==> src/rtl/gcd_arbiter.sv <==
// gcd_arbiter
// Round-robin arbiter and sequencer that shares a single gcd unit among
// num_req_p requesters. One operand pair is accepted at a time, issued to the
// gcd unit over its valid/ready handshake, and the result is consumed with
// yumi and returned to the originating requester. The number of cycles the
// last operation spent waiting on the gcd unit is reported (saturating).
//
// Ports:
//   clk_i          - clock
//   reset_n_i      - synchronous active-low reset
//   req_v_i        - per-requester operand valid
//   req_a_i/req_b_i- packed operands, requester i at [i*width_p +: width_p]
//   req_ready_o    - one-hot grant (combinational, IDLE only)
//   resp_v_o       - one-hot result valid
//   resp_data_o    - shared result
//   resp_yumi_i    - per-requester result consume
//   gcd_ready_i    - gcd unit idle
//   gcd_v_o        - operands valid to gcd
//   gcd_a_o/gcd_b_o- operands to gcd
//   gcd_v_i        - gcd result valid
//   gcd_data_i     - gcd result
//   gcd_yumi_o     - consume gcd result (same cycle as gcd_v_i in WAIT)
//   busy_o         - high whenever not IDLE
//   owner_o        - current or last granted requester
//   last_cycles_o  - WAIT cycles of the last operation, saturating at 0xFFFF
module gcd_arbiter #(
    parameter int num_req_p = 4,
    parameter int width_p   = 32,
    parameter int lg_req_p  = (num_req_p > 1) ? $clog2(num_req_p) : 1
) (
    input  logic                           clk_i,
    input  logic                           reset_n_i,
    input  logic [num_req_p-1:0]           req_v_i,
    input  logic [num_req_p*width_p-1:0]   req_a_i,
    input  logic [num_req_p*width_p-1:0]   req_b_i,
    output logic [num_req_p-1:0]           req_ready_o,
    output logic [num_req_p-1:0]           resp_v_o,
    output logic [width_p-1:0]             resp_data_o,
    input  logic [num_req_p-1:0]           resp_yumi_i,
    input  logic                           gcd_ready_i,
    output logic                           gcd_v_o,
    output logic [width_p-1:0]             gcd_a_o,
    output logic [width_p-1:0]             gcd_b_o,
    input  logic                           gcd_v_i,
    input  logic [width_p-1:0]             gcd_data_i,
    output logic                           gcd_yumi_o,
    output logic                           busy_o,
    output logic [lg_req_p-1:0]            owner_o,
    output logic [15:0]                    last_cycles_o
);

    typedef enum logic [1:0] {
        ST_IDLE  = 2'd0,
        ST_ISSUE = 2'd1,
        ST_WAIT  = 2'd2,
        ST_RESP  = 2'd3
    } state_e;

    state_e                  state_r;
    logic [lg_req_p-1:0]     ptr_r;
    logic [lg_req_p-1:0]     owner_r;
    logic [width_p-1:0]      a_r;
    logic [width_p-1:0]      b_r;
    logic [width_p-1:0]      result_r;
    logic [15:0]             cnt_r;
    logic [15:0]             last_cycles_r;
    logic                    gcd_v_r;
    logic                    busy_r;
    logic [num_req_p-1:0]    resp_v_r;

    logic                    grant_found_s;
    logic [lg_req_p-1:0]     grant_idx_s;
    logic [31:0]             grant_off_s;
    logic [width_p-1:0]      sel_a_s;
    logic [width_p-1:0]      sel_b_s;
    logic [num_req_p-1:0]    req_ready_s;
    logic                    gcd_yumi_s;
    logic [15:0]             cnt_inc_s;

    // Index arithmetic modulo num_req_p; base is always a valid index, so a
    // single conditional subtract is enough for offsets below num_req_p.
    function automatic logic [lg_req_p-1:0] wrap_add(input logic [lg_req_p-1:0] base,
                                                     input logic [31:0]         off);
        logic [31:0] sum_v;
        sum_v = 32'(base) + off;
        if (sum_v >= 32'(num_req_p)) begin
            sum_v = sum_v - 32'(num_req_p);
        end else begin
            sum_v = sum_v;
        end
        return sum_v[lg_req_p-1:0];
    endfunction

    function automatic logic [num_req_p-1:0] one_hot(input logic [lg_req_p-1:0] idx);
        logic [num_req_p-1:0] v;
        v      = '0;
        v[idx] = 1'b1;
        return v;
    endfunction

    // Round-robin search: first valid requester at or above ptr, wrapping.
    always_comb begin
        grant_found_s = 1'b0;
        grant_idx_s   = '0;
        for (int unsigned k = 0; k < num_req_p; k++) begin
            if (!grant_found_s && req_v_i[wrap_add(ptr_r, 32'(k))]) begin
                grant_found_s = 1'b1;
                grant_idx_s   = wrap_add(ptr_r, 32'(k));
            end else begin
                grant_found_s = grant_found_s;
            end
        end
    end

    // Operand mux for the granted requester.
    always_comb begin
        grant_off_s = 32'(grant_idx_s) * 32'(width_p);
        sel_a_s     = req_a_i[grant_off_s +: width_p];
        sel_b_s     = req_b_i[grant_off_s +: width_p];
    end

    // Grant is only offered in IDLE and never while reset is asserted.
    always_comb begin
        req_ready_s = '0;
        if (reset_n_i && (state_r == ST_IDLE) && grant_found_s) begin
            req_ready_s = one_hot(grant_idx_s);
        end else begin
            req_ready_s = '0;
        end
    end

    // gcd result is consumed in the very cycle it is presented during WAIT.
    always_comb begin
        gcd_yumi_s = 1'b0;
        if (reset_n_i && (state_r == ST_WAIT) && gcd_v_i) begin
            gcd_yumi_s = 1'b1;
        end else begin
            gcd_yumi_s = 1'b0;
        end
    end

    // Saturating WAIT-cycle counter increment.
    always_comb begin
        cnt_inc_s = 16'd0;
        if (cnt_r == 16'hFFFF) begin
            cnt_inc_s = 16'hFFFF;
        end else begin
            cnt_inc_s = cnt_r + 16'd1;
        end
    end

    // Sequencer FSM with registered outputs.
    always_ff @(posedge clk_i) begin
        if (!reset_n_i) begin
            state_r       <= ST_IDLE;
            ptr_r         <= '0;
            owner_r       <= '0;
            a_r           <= '0;
            b_r           <= '0;
            result_r      <= '0;
            cnt_r         <= 16'd0;
            last_cycles_r <= 16'd0;
            gcd_v_r       <= 1'b0;
            busy_r        <= 1'b0;
            resp_v_r      <= '0;
        end else begin
            case (state_r)
                ST_IDLE: begin
                    if (grant_found_s) begin
                        owner_r <= grant_idx_s;
                        a_r     <= sel_a_s;
                        b_r     <= sel_b_s;
                        gcd_v_r <= 1'b1;
                        busy_r  <= 1'b1;
                        state_r <= ST_ISSUE;
                    end
                end
                ST_ISSUE: begin
                    if (gcd_ready_i) begin
                        gcd_v_r <= 1'b0;
                        cnt_r   <= 16'd0;
                        state_r <= ST_WAIT;
                    end
                end
                ST_WAIT: begin
                    cnt_r <= cnt_inc_s;
                    if (gcd_v_i) begin
                        result_r      <= gcd_data_i;
                        last_cycles_r <= cnt_inc_s;
                        resp_v_r      <= one_hot(owner_r);
                        state_r       <= ST_RESP;
                    end
                end
                ST_RESP: begin
                    if (resp_yumi_i[owner_r]) begin
                        resp_v_r <= '0;
                        ptr_r    <= wrap_add(owner_r, 32'd1);
                        busy_r   <= 1'b0;
                        state_r  <= ST_IDLE;
                    end
                end
                default: begin
                    state_r  <= ST_IDLE;
                    gcd_v_r  <= 1'b0;
                    busy_r   <= 1'b0;
                    resp_v_r <= '0;
                end
            endcase
        end
    end

    assign req_ready_o   = req_ready_s;
    assign resp_v_o      = resp_v_r;
    assign resp_data_o   = result_r;
    assign gcd_v_o       = gcd_v_r;
    assign gcd_a_o       = a_r;
    assign gcd_b_o       = b_r;
    assign gcd_yumi_o    = gcd_yumi_s;
    assign busy_o        = busy_r;
    assign owner_o       = owner_r;
    assign last_cycles_o = last_cycles_r;

endmodule

==> config.mk <==
export PLATFORM = sky130hd
export DESIGN_NAME = gcd_arbiter
export DESIGN_NICKNAME = d
export VERILOG_FILES = /design/src/rtl/gcd_arbiter.sv
export SDC_FILE = /design/constraint.sdc
export NUM_CORES = 1
export LEC_CHECK = 0
export ABC_CLOCK_PERIOD_IN_PS = 5400
export CAP_MARGIN = 20
export CORE_AREA = 10 10 157 159
export CTS_BUF_LIST = sky130_fd_sc_hd__clkbuf_4 sky130_fd_sc_hd__clkbuf_8
export DETAILED_ROUTE_END_ITERATION = 16
export DIE_AREA = 0 0 167 169
export PLACE_DENSITY_LB_ADDON = 0.1
export SYNTH_ARGS = -nofsm -noshare
export SYNTH_HDL_FRONTEND = slang
export SYNTH_SLANG_ARGS = --single-unit
==> constraint.sdc <==
create_clock -name clk_i -period 5.4 [get_ports clk_i]
set_clock_uncertainty 0.05 [all_clocks]
set_input_delay 1.35 -clock clk_i [delete_from_list [all_inputs] [get_ports clk_i]]
set_output_delay 1.35 -clock clk_i [all_outputs]
set_load 0.1 [all_outputs]
# --- Yosys cells after proc, flatten, opt, wreduce, memory -nomap -nowiden ---
# Cells that the tools add are included.
classes:
  add_sub_neg: 10
  n_lt_le_gt_ge: 13
  eq_ne: 8
  shift: 2
  mux: 45
  reduce_logical: 25
op_table:
  columns: ["op", "n"]
  rows:
  - ["$shiftx A128 B8 Y32", 2]
  - ["$mux W16", 2]
  - ["$pmux W16 S2", 1]
  - ["$mux W2", 13]
  - ["$lt A2 B3 Y1 const B", 6]
  - ["$add A16 B1 Y16 const B", 1]
  - ["$eq A16 B16 Y1 const B", 1]
  - ["$mux W1", 15]
  - ["$ge A3 B3 Y1 const B", 4]
  - ["$mux W4", 3]
  - ["$bmux W1 S2", 5]
  - ["$sub A2 B1 Y2 const B", 5]
  - ["$logic_and A1 B1 Y1", 9]
  - ["$reduce_and A3 Y1", 3]
  - ["$ne A2 B2 Y1 const B", 4]
  - ["$pmux W2 S4", 1]
  - ["$pmux W4 S2", 1]
  - ["$reduce_and A2 Y1", 4]
  - ["$reduce_bool A2 Y1", 4]
  - ["$add A2 B1 Y3 const B", 2]
  - ["$add A2 B2 Y3 const B", 2]
  - ["$demux W1 S2", 2]
  - ["$eq A2 B2 Y1 const B", 2]
  - ["$ge A2 B1 Y1 const B", 2]
  - ["other kinds (6)", 9]
totals:
  reg_bits: 140
  inputBits: 300
  out_inout_bits: 125

# --- Logic depth before layout (Yosys ltp) ---
logic_depth:
  word_depth: 19
  mapped_depth: 8
  ltp_nobuf: 7

# --- Worst setup path after synthesis ---
# OpenSTA, ideal clock, no wires.
synth_timing:
  path_type: "input port to output port"
  start: "input req_v_i[2]"
  end: "output req_ready_o[0]"
  arrival_time_ns: 3.772
  slack_ns: 0.228
  stages: 6
  path_buffers: 2
  cell_sequence: "buf_6 nor2b_1 o22a_1 o2bb2ai_2 clkbuf_1 nor2b_1"
synth_via:
  elab_chain_cells: 17
  elab_cells_between_ends: 29
  classes_between: "2 x order compare; 19 x mux; 8 x reduce/logical"
synth_lines:
  columns: ["element", "line", "text"]
  rows:
  - ["start: declaration", "33", "input logic [num_req_p-1:0] req_v_i,"]
  - ["$bmux W1 S2", "106", "if (!grant_found_s && req_v_i[wrap_add(ptr_r, 32'(k))]) begin"]
  - ["$mux W1 (not written as such)", "106", null]
  - ["$mux W1", "106", null]
  - ["$logic_not A1 Y1", "106", null]
  - ["$logic_and A1 B1 Y1", "106", null]
  - ["$mux W1", "106", null]
  - ["$logic_not A1 Y1", "106", null]
  - ["$logic_and A1 B1 Y1", "106", null]
  - ["$mux W1", "106", null]
  - ["$logic_not A1 Y1", "106", null]
  - ["$logic_and A1 B1 Y1", "106", null]
  - ["$mux W2", "106", null]
  - ["$lt A2 B3 Y1 (not written as such) / $ge A2 B1 Y1 (equally long branches)", "97", "v[idx] = 1'b1;"]
  - ["$logic_and A1 B1 Y1 (not written as such)", "97", null]
  - ["$mux W1 (not written as such)", "97", null]
  - ["$demux W1 S2", "97", null]
  - ["$mux W4 (*)", "125", "if (reset_n_i && (state_r == ST_IDLE) && grant_found_s) begin"]
  - ["end: declaration", "36", "output logic [num_req_p-1:0] req_ready_o,"]
# Every way passes the cells marked *; elsewhere a longest branch is shown, timed or not. The select of a mux whose other input is x is not followed.

# --- Worst setup path in the final report ---
layout_timing:
  start: "input req_v_i[2]"
  end: "output req_ready_o[3]"
# Same word-level chain as after synthesis.

==> results.json <==
{
  "grt_max_degree": 65,
  "yosys-top-cells-count": "140 x dfxtp_1, 98 x nand2_1, 94 x o21ai_0, 67 x mux2i_1, 63 x clkbuf_1",
  "ir_worst_vdd_uv": 292,
  "path_delay_family": "simple AND/OR/NAND/NOR gates",
  "cts_resized": 0,
  "worstPathCellList": "clkdlybuf4s50_1 -> or4_4 -> and2_4 -> nand2_1 -> nor2_1 -> buf_12",
  "final_nets": 1591,
  "hold_path_class": "flop to flop",
  "gp_congestion": 0.904,
  "fmax_ghz": 0.211,
  "fin_setup_tns_ns": 0,
  "area_growth_pct": 64.0,
  "yosysWarnings": 0,
  "cap_violations": 0,
  "worst-path-buf-inv": 2,
  "cts_made_buffers": 17,
  "antenna_found_initial": 4,
  "drt_iter0_drc": 499,
  "ant_nets": 0,
  "m1WireLength_mm": 12.7,
  "status": "finished, final reports clean",
  "rsz0062_at_grt": "no",
  "cp_data_required_time_ns": 4.00,
  "synth.area.top_cells": "dfxtp_1 37%, mux2i_1 8.8%, o21ai_0 6.2%",
  "htreeDepth": 4,
  "start_util": 0.352,
  "syn-num-nets": 1212,
  "ios": 425,
  "wl_per_cell_um": 21.3,
  "fin_crit_ns": 4.73,
  "firstDrtPassIters": 4,
  "die_w_um": 167,
  "ctsHoldBuffers": 0,
  "synth_ff_type": "dfxtp_1",
  "path_class": "primary input to primary output",
  "grt-ovfl-total": 0,
  "numClockSinks": 140,
  "clockRootBuffer": "clkbuf_8",
  "fin_hold_ws_ns": 0.414,
  "powerDensity_nw_per_um2": 510,
  "synth.yosys.seq_area_share": 0.370,
  "finalSetupViolations": 0,
  "worst_pin_slew_ns": 1.09,
  "clkLatencyLatePin_ns": 0.45,
  "top_layer": "met5",
  "slew_viol_final": 0,
  "syn_area_um2": 7580,
  "clockBufferDepth": 2,
  "timing.final.hold_violations": 0,
  "drive_gt1_frac": 0.0842,
  "drc": 0,
  "cts_tree": "done",
  "dr_wl_met2_mm": 17.0,
  "startpoint_type": "primary input",
  "syn_inst": 903,
  "syn_area_per_cell_um2": 8.40,
  "crit_path_end_kind": "primary output",
  "dp_hpwl_mm": 25.8,
  "synth-edff-count": 0,
  "grtUsageTotal": 0.222,
  "die_y_um": 169,
  "row_count": 54,
  "viasPerCell": 5.33,
  "async_reset_ff_frac": 0,
  "core_area_um2": 21600,
  "clk_pin_slew_ns": 0.08,
  "synth-seq-cells": 140,
  "cp.arrival_ns": 3.33,
  "cp_slowest_stage_delay_ns": 0.62,
  "slowest_stage": "or4_4",
  "synth_most_common_cell": "dfxtp_1",
  "cts_setup_buffers": 0,
  "leakagePower_nw": 4.53,
  "io_buffer_count": 424,
  "yosysTopAreaCell": "dfxtp_1",
  "grt_pass1_vias": 8414,
  "grt_pass1_wl_mm": 49.8,
  "fin_crit_sh": 0.876,
  "wl_met3_mm": 3.10,
  "crit_fanout": 38,
  "synth_top_area_share": 0.370,
  "synth_cell_types": 51,
  "via_count": 8417,
  "drt-total-wl_mm": 33.6,
  "fillers": 1989,
  "die_area_um2": 28200,
  "slew_headroom": 0.268
}
## worst min-delay path, delay by kind of cell (launching register included)
kind             cells  cell delay [ns]
AO/OA/AOI/OAI        1             0.05
AND/OR/NAND/NOR      1             0.05
flip-flops           1             0.32
## sequential cells by signal, indices dropped and copies added (netlist names), 2 cells and up
register,flops
resp_data_o,32
resp_v_o,4
gcd_a_o,32
cnt_r,16
owner_o,2
gcd_b_o,32
ptr_r,2
last_cycles_o,16
state_r,2
## cell type report
cell class / instances / area, um^2 / share of cell area
Inverter: 7 / 26.3 / 0.00211
Multi-Input combinational cell: 674 / 4420 / 0.355
Clock inverter: 13 / 130 / 0.0105
Antenna cell: 3 / 7.51 / 0.000604
Clock buffer: 19 / 262 / 0.0210
Timing Repair Buffer: 442 / 4440 / 0.357
Sequential cell: 140 / 2800 / 0.225
Tap cell: 280 / 350 / 0.0282
## cells by family (layout without fill, tap and decap cells)
logic type	count (synthesis)	in the layout	synth area share
buffers and inverters	89	481	0.0528
AO/OA/AOI/OAI	327	327	0.288
flip-flops	140	140	0.370
XOR/XNOR	9	9	0.0104
multiplexers	68	68	0.0914
adder cells (fa/ha/maj)	9	9	0.0149
AND/OR/NAND/NOR	261	261	0.173
other	0	3	0
## worst paths after layout
kind	start	endpoint	slack, ns	depth (start not counted)
worst min register to register	resp_v_o[0]	resp_v_o[0]	0.41	2
worst max register to register	state_r[0]	gcd_b_o[6]	2.98	7
worst min-delay path	resp_v_o[0]	resp_v_o[0]	0.41	2
worst max-delay path	req_v_i[2]	req_ready_o[3]	0.67	6
## layer usage
layer	vias up	global-route usage
met4	2	0.0893
met3	43	0.0859
li1	4148	-
met2	348	0.379
met5	-	0
met1	3876	0.243
## cell usage in the layout (no fill, tap or decap), types with 3 or more instances in the layout
| cell | instances |
|---|---|
| nand3_1 | 34 |
| and2_1 | 6 |
| clkinv_4 | 3 |
| or2_2 | 44 |
| clkinvlp_4 | 3 |
| nor2b_1 | 12 |
| a21boi_0 | 39 |
| nand2_1 | 98 |
| and3_1 | 6 |
| inv_6 | 4 |
| a221oi_1 | 44 |
| nand4_1 | 28 |
| a21oi_1 | 12 |
| o21ai_1 | 19 |
| o31ai_1 | 22 |
| buf_4 | 18 |
| diode_2 | 3 |
| nor3_1 | 5 |
| nor2_1 | 15 |
| nor4_1 | 3 |
| a31o_1 | 19 |
| ha_1 | 9 |
| clkbuf_8 | 19 |
| inv_1 | 7 |
| xnor2_1 | 8 |
| o21ai_0 | 93 |
| a31oi_1 | 14 |
| mux2i_1 | 67 |
| dfxtp_1 | 140 |
| o22ai_1 | 44 |
| buf_12 | 6 |
| nand2b_1 | 4 |
| clkdlybuf4s50_1 | 418 |
## report_power, final
part	total (mW)	leakage (nW)	internal, mW	switching (mW)
Clock	0.869	0.192	0.399	0.470
Sequential	1.48	1.15	1.33	0.158
Combinational	3.99	3.19	1.04	2.95
Total	6.34	4.53	2.76	3.58
## per-stage QoR
step	area (um^2)	power, mW	util	std cells	worst slack (ns)
3_5_place_dp	12000	5.50	0.558	1542	0.645
3_3_place_gp	12000	5.49	0.558	1542	0.670
2_1_floorplan	7580	4.40	-	903	0.228
6_report	12400	6.34	0.577	1578	0.667
5_1_grt	12400	6.62	0.577	1578	0.537
4_1_cts	12400	6.39	0.576	1574	0.648
No activity file was read; power rests on OpenSTA's default activity.
